==> src/rtl/mips_imem_loader.sv <==
// rtl/mips_imem_loader.sv - serial boot loader filling MIPS instruction memory from a byte stream
// Holds the core in reset until a counted, checksummed image has been written.
module mips_imem_loader #(
    parameter int ADDR_W = 8
) (
    input  logic              i_clk,
    input  logic              i_a_rst_n,
    input  logic              i_rx_valid,
    input  logic [7:0]        i_rx_data,
    output logic              o_rx_ready,
    input  logic              i_reload,
    output logic              o_imem_we,
    output logic [ADDR_W-1:0] o_imem_addr,
    output logic [31:0]       o_imem_wdata,
    output logic              o_cpu_rst_n,
    output logic              o_done,
    output logic              o_error
);

    typedef enum logic [2:0] {
        S_CNT_HI,
        S_CNT_LO,
        S_DATA,
        S_CSUM,
        S_DONE,
        S_ERR
    } state_t;

    localparam int unsigned MAX_WORDS = 1 << ADDR_W;

    state_t              state_q, state_d;
    logic [7:0]          cnt_hi_q, cnt_hi_d;
    logic [15:0]         cnt_q, cnt_d;
    logic [7:0]          xor_q, xor_d;
    logic [31:0]         word_q, word_d;
    logic [1:0]          idx_q, idx_d;
    logic [ADDR_W-1:0]   addr_q, addr_d;
    logic                we_q, we_d;
    logic [ADDR_W-1:0]   waddr_q, waddr_d;
    logic [31:0]         wdata_q, wdata_d;
    logic                done_q, done_d;
    logic                error_q, error_d;
    logic                cpu_rst_n_q, cpu_rst_n_d;

    logic                xfer;
    logic [15:0]         count_in;
    logic [31:0]         shifted;

    assign o_rx_ready = !i_reload &&
                        (state_q == S_CNT_HI || state_q == S_CNT_LO ||
                         state_q == S_DATA   || state_q == S_CSUM);
    assign xfer       = i_rx_valid && o_rx_ready;
    assign count_in   = {cnt_hi_q, i_rx_data};
    assign shifted    = {word_q[23:0], i_rx_data};

    always_comb begin
        state_d     = state_q;
        cnt_hi_d    = cnt_hi_q;
        cnt_d       = cnt_q;
        xor_d       = xor_q;
        word_d      = word_q;
        idx_d       = idx_q;
        addr_d      = addr_q;
        we_d        = 1'b0;
        waddr_d     = waddr_q;
        wdata_d     = wdata_q;
        done_d      = done_q;
        error_d     = error_q;
        cpu_rst_n_d = cpu_rst_n_q;

        if (i_reload) begin
            state_d     = S_CNT_HI;
            idx_d       = 2'd0;
            done_d      = 1'b0;
            error_d     = 1'b0;
            cpu_rst_n_d = 1'b0;
        end else if (xfer) begin
            case (state_q)
                S_CNT_HI: begin
                    cnt_hi_d = i_rx_data;
                    xor_d    = i_rx_data;
                    state_d  = S_CNT_LO;
                end
                S_CNT_LO: begin
                    xor_d = xor_q ^ i_rx_data;
                    if (32'(count_in) > MAX_WORDS) begin
                        state_d = S_ERR;
                        error_d = 1'b1;
                    end else if (count_in == 16'd0) begin
                        state_d = S_CSUM;
                    end else begin
                        state_d = S_DATA;
                        cnt_d   = count_in;
                        addr_d  = '0;
                        idx_d   = 2'd0;
                    end
                end
                S_DATA: begin
                    xor_d  = xor_q ^ i_rx_data;
                    word_d = shifted;
                    idx_d  = idx_q + 2'd1;
                    if (idx_q == 2'd3) begin
                        we_d    = 1'b1;
                        waddr_d = addr_q;
                        wdata_d = shifted;
                        addr_d  = addr_q + 1'b1;
                        cnt_d   = cnt_q - 16'd1;
                        if (cnt_q == 16'd1) begin
                            state_d = S_CSUM;
                        end
                    end
                end
                S_CSUM: begin
                    if (i_rx_data == xor_q) begin
                        state_d     = S_DONE;
                        done_d      = 1'b1;
                        cpu_rst_n_d = 1'b1;
                    end else begin
                        state_d = S_ERR;
                        error_d = 1'b1;
                    end
                end
                default: begin
                    state_d = state_q;
                end
            endcase
        end
    end

    always_ff @(posedge i_clk or negedge i_a_rst_n) begin
        if (!i_a_rst_n) begin
            state_q     <= S_CNT_HI;
            cnt_hi_q    <= 8'd0;
            cnt_q       <= 16'd0;
            xor_q       <= 8'd0;
            word_q      <= 32'd0;
            idx_q       <= 2'd0;
            addr_q      <= '0;
            we_q        <= 1'b0;
            waddr_q     <= '0;
            wdata_q     <= 32'd0;
            done_q      <= 1'b0;
            error_q     <= 1'b0;
            cpu_rst_n_q <= 1'b0;
        end else begin
            state_q     <= state_d;
            cnt_hi_q    <= cnt_hi_d;
            cnt_q       <= cnt_d;
            xor_q       <= xor_d;
            word_q      <= word_d;
            idx_q       <= idx_d;
            addr_q      <= addr_d;
            we_q        <= we_d;
            waddr_q     <= waddr_d;
            wdata_q     <= wdata_d;
            done_q      <= done_d;
            error_q     <= error_d;
            cpu_rst_n_q <= cpu_rst_n_d;
        end
    end

    assign o_imem_we    = we_q;
    assign o_imem_addr  = waddr_q;
    assign o_imem_wdata = wdata_q;
    assign o_done       = done_q;
    assign o_error      = error_q;
    assign o_cpu_rst_n  = cpu_rst_n_q;

endmodule
==> config.mk <==
export PLATFORM = sky130hd
export DESIGN_NAME = mips_imem_loader
export DESIGN_NICKNAME = d
export VERILOG_FILES = /design/src/rtl/mips_imem_loader.sv
export SDC_FILE = /design/constraint.sdc
export NUM_CORES = 1
export LEC_CHECK = 0
export ABC_CLOCK_PERIOD_IN_PS = 2900
export BUFFER_PORTS_ARGS = -buffer_cell sky130_fd_sc_hd__clkbuf_2
export CORE_MARGIN = 2
export CORE_UTILIZATION = 58
export CTS_CLUSTER_DIAMETER = 120
export DETAILED_ROUTE_END_ITERATION = 16
export MAX_ROUTING_LAYER = met4
export PLACE_DENSITY = 0.76
export SLEW_MARGIN = 20
export SYNTH_ARGS = -nofsm -noshare
export SYNTH_HDL_FRONTEND = slang
export SYNTH_SLANG_ARGS = --single-unit
==> constraint.sdc <==
create_clock -name i_clk -period 2.9 [get_ports i_clk]
set_input_delay 0.435 -clock i_clk [delete_from_list [all_inputs] [get_ports i_clk]]
set_output_delay 0.435 -clock i_clk [all_outputs]
set_load 0.05 [all_outputs]
Word-level counts from Yosys, hierarchy flattened
Index checks and enable logic that the tools add are counted.

storage, ports and cells
  register bits after elaboration = 112
  logic and storage cells = 94

cells by class
  add/subtract/negate cells = 3
  magnitude comparators = 1
  equal/unequal tests = 15
  muxes and demuxes = 35
  bitwise logic cells = 2
  reductions and logical operators = 26

operators by type and width
  kind                     number
  $mux W16                 3
  $pmux W16 S2             1
  $pmux W8 S2              2
  $mux W8                  3
  $eq A16 B1 Y1 const B    1
  $gt A16 B9 Y1 const B    1
  $logic_not A16 Y1        1
  $reduce_and A4 Y1        4
  $sub A16 B1 Y16 const B  1
  $mux W3                  5
  $mux W1                  14
  $pmux W3 S4              1
  $reduce_and A3 Y1        4
  $reduce_bool A2 Y1       5
  $ne A3 B2 Y1 const B     3
  $ne A3 B3 Y1 const B     3
  $add A8 B1 Y8 const B    1
  $eq A8 B8 Y1             1
  $mux W2                  4
  $xor A8 B8 Y8            1
  $eq A3 B2 Y1 const B     2
  $reduce_and A6 Y1        1
  $reduce_bool A3 Y1       2
  $reduce_bool A5 Y1       1
  13 further kinds         17

Depth between registers and ports, before layout
  depth in word-level cells = 8
  gate-level depth with buffers = 8
  gate-level depth less buffers = 7

Worst setup path after synthesis
OpenSTA, ideal clock, no wires.

  path kind = input to register
  start point = in i_reload
  end point = reg wdata_q[5] (netlist: o_imem_wdata[5])
  setup time = 0.125 ns
  arrival = 1.961 ns
  required time = 2.775 ns
  slack = 0.814 ns
  stages on the path = 6
  buffers on the path = 3
  cells stage by stage = buf_2 -> or3b_1 -> buf_2 -> nor3_4 -> buf_4 -> mux2_2

on the way
  word-level cells in the longest chain between the ends = 4

RTL lines
  what                                    RTL line  source
  start, declared                         11        input logic i_reload,
  $logic_not A1 Y1                        49        assign o_rx_ready = !i_reload &&
  $logic_and A1 B1 Y1                     49
  $logic_and A1 B1 Y1                     52        assign xfer = i_rx_valid && o_rx_ready;
  $reduce_and A4 Y1 (no source line) (*)  n/a
  end signal, assigned                    155       wdata_q <= wdata_d;
  end, declared                           40        logic [31:0] wdata_q, wdata_d;

Mark *: on every way between the ends. The rest lies on a longest branch, timed or not.
A chain may end at the register's enable or synchronous reset.

Worst setup path in the final report
  start point = reg cnt_hi_q[7]
  end point = reg addr_q[3]

on the way
  word-level cells in the longest chain between the ends = 3

RTL lines
  what                                                       RTL line  source
  start, declared                                            32        logic [7:0] cnt_hi_q, cnt_hi_d;
  start signal, assigned                                     147       cnt_hi_q <= cnt_hi_d;
  $gt A16 B9 Y1 / $logic_not A16 Y1 (equally long branches)  86, 89
  $ne A2 B2 Y1 (no source line)                              n/a
  $reduce_and A6 Y1 (no source line) (*)                     n/a
  end signal, assigned                                       152       addr_q <= addr_d;
  end, declared                                              37        logic [ADDR_W-1:0] addr_q, addr_d;

Marked as above.

==> out/qor.yml <==
worstSetupPathType: "flip-flop to flip-flop"
ctsResizeCount: 0
drive_above_1_share: 0.305
fin_nets: 523
core_um2: 8680
dieArea_um2: 9630
synth-warning-count: 0
p_leak_nw: 2.70
drv_cap: 0
grt_pass1_wl_um: 18300
port_buffers: 56
grt_start_max_net_pins: 52
setup_violations: 0
ant_nets: 0
h-tree-depth: 3
synth_cell_type_count: 56
synth_edf_count: 0
async_flop_share: 1.00
place_area_um2: 5530
finalSetupTns_ns: 0
synth_flop_cell: "dfrtp_1"
crit_chain: "or4_4 -> nor4_4 -> a31oi_1 -> buf_4 -> or4_1 -> a21oi_1"
status: "completed"
wire_per_inst_um: 17.8
diodes: 0
worst_slack_ns: 0.666
regToRegSetupSlack_ns: 0.67
whs_ns: 0.00952
dp_hpwl_um: 7570
drc_errors: 0
area_growth_syn_to_layout_pct: 11.0
clk_latency_ns: 0.38
dp_worst_setup_slack_ns: 0.636
die_y_um: 98.2
min_period_over_period: 0.770
fin_skew_ns: 0.0127
critPathCapture: "addr_q[3]$_DFFE_PN0P_"
synthesis.nets: 468
postCtsHoldBufs: 0
r2r_cells: 6
syn-cell-area_um2: 5140
max_slew_margin: 0.532
cts_buffers: 9
max_stage_delay_ns: 0.55
drt_pass1_iterations: 4
grt_pass1_vias: 3569
synth_area_per_cell_um2: 11.4
cts_max_path_buffers: 2
rows: 34
synthesis.instances: 452
worstReg2RegEnd: "addr_q[3]$_DFFE_PN0P_"
vias: 3687
cts_root_buffer: "clkbuf_8"
dp.cells: 604
pin_count: 57
layout.cells.non_filler: 620
period_needed_ns: 2.23
finalHoldViolations: 0
wirelength_um: 11000
gp_congestion: 0.918
grt_overflow: 0
die_x_um: 98.2
critPathLaunch: "cnt_hi_q[7]$_DFFE_PN0P_"
worstSetupEndpointType: "flip-flop"
clkSlewWorstSetupHoldPaths_ns: 0.11
start_util: 0.592
cts.sinks: 112
vdd_drop_max_uv: 334
antenna_found_initial: 0
cp-start-kind: "flip-flop"
grt_usage: 0.246
post-cts-setup-buffers: 0
yosysSeqAreaShare: 0.545
worst_slew_pin_slew_ns: 0.692
drv_slew: 0
viasPerCell: 5.95
cts_tree: "built"
p_per_area_nw_per_um2: 608
crit_fanout: 12
hp-class: "input pin to asynchronous set/reset pin"
required_ns: 3.20
design_area_um2: 5710
yosys_register_bits: 112
cp.arrival_ns: 2.54
drt_iter0_drc: 276
rr_startpoint: "cnt_hi_q[7]$_DFFE_PN0P_"
cp_slowest_cell: "or4_4"
rsz0062_at_grt: "no"
timing.fmax_mhz: 448
==> critical path, delay by kind of cell (launching register included) <==
family / cells / cell delay [ns]
compound gates: 2 / 0.29
flops: 1 / 0.41
buf+inv: 1 / 0.19
simple gates: 3 / 1.28
==> where the power goes <==
part | total, W | leakage (nW) | switching, W | internal (W)
Clock | 0.000873 | 0.0896 | 0.000545 | 0.000327
Combinational | 0.000609 | 1.11 | 0.000366 | 0.000243
Sequential | 0.00199 | 1.50 | 0.000224 | 0.00177
Total | 0.00347 | 2.70 | 0.00114 | 0.00234
==> per-layer routing <==
metal / vias up / part of all wire / track usage
met5: - / 0 / -
met4: 0 / 0.014 / 0.0748
li1: 1734 / - / -
met2: 130 / 0.47 / 0.372
met1: 1806 / 0.45 / 0.347
met3: 17 / 0.057 / 0.0415
==> cells in the mapped netlist, types with 3 or more instances <==
cell	n	area, um^2
a21oi_1	20	100
nand3_1	14	70.1
buf_4	6	45.0
ha_1	4	50.1
nand4_1	8	50.1
nand2_1	65	244
nor3b_1	4	30.0
nor4_1	4	25.0
o22ai_1	4	25.0
mux2_2	64	721
a31oi_1	12	75.1
nor2_1	16	60.1
o21ai_0	20	100
dfrtp_1	112	2800
or3_1	4	25.0
nand2b_1	3	18.8
xor2_1	16	140
buf_2	6	30.0
nor3_1	10	50.1
inv_1	4	15.0
clkbuf_1	10	37.5
==> cell families after synthesis <==
family / after synthesis / synth area share
and+or+nand+nor: 147 / 0.149
xor gates and xnor gates: 17 / 0.0290
DFF: 112 / 0.545
adders and majority gates: 4 / 0.00974
AOI/OAI and AO/OA: 79 / 0.0961
muxes: 66 / 0.144
buffers and inverters: 27 / 0.0270
==> cell usage in the layout, fill, tap and decap left out, drive strengths merged, types with 3 or more instances in the layout <==
master	instances
nor2	17
inv	8
nand3	14
o21ai	21
nor4b	3
o22ai	4
a21oi	20
buf	12
clkbuf	65
or3	4
xor2	16
nand2b	3
nor4	5
mux2	64
or4	3
nand2	65
nor3b	4
dfrtp	112
a31oi	12
ha	4
nand4	8
nor3	12
==> worst min-delay path by stage <==
stage | cells after the start | slack [ns] | start | endpoint
6_report | 1 | 0.01 | i_a_rst_n | o_imem_wdata[22]$_DFFE_PN0P_
5_1_grt | 1 | 0.03 | i_a_rst_n | o_imem_wdata[22]$_DFFE_PN0P_
4_1_cts | 1 | 0.02 | i_a_rst_n | o_imem_wdata[22]$_DFFE_PN0P_
3_5_place_dp | 1 | 0.43 | i_a_rst_n | o_imem_wdata[22]$_DFFE_PN0P_
3_3_place_gp | 1 | 0.42 | i_a_rst_n | o_imem_wdata[22]$_DFFE_PN0P_
2_1_floorplan | 0 | 0.14 | i_a_rst_n | addr_q[0]$_DFFE_PN0P_
==> state kept, by name, summed over array words and instances (netlist names) <==
signal and count:
o_imem_wdata 32, word_q 24, cnt_q 16, addr_q 8, cnt_hi_q 8, o_imem_addr 8, xor_q 8, state_q 3
idx_q 2, o_cpu_rst_n 1, o_error 1, o_imem_we 1
==> area by class of cell <==
class	count	area, um^2
Clock buffer	10	128
Sequential cell	112	2800
Multi-Input combinational cell	313	2200
Fill cell	686	2970
Timing Repair Buffer	67	378
Clock inverter	6	50.0
Tap cell	108	135
Inverter	4	15.0
==> through the flow <==
| step | util | power (W) |
|---|---|---|
| 2_1_floorplan | - | 0.00241 |
| 3_3_place_gp | 0.637 | 0.00258 |
| 3_5_place_dp | 0.637 | 0.00261 |
| 4_1_cts | 0.658 | 0.00348 |
| 5_1_grt | 0.658 | 0.00367 |
| 6_report | 0.658 | 0.00347 |
Power figures use the tool's default switching activity.
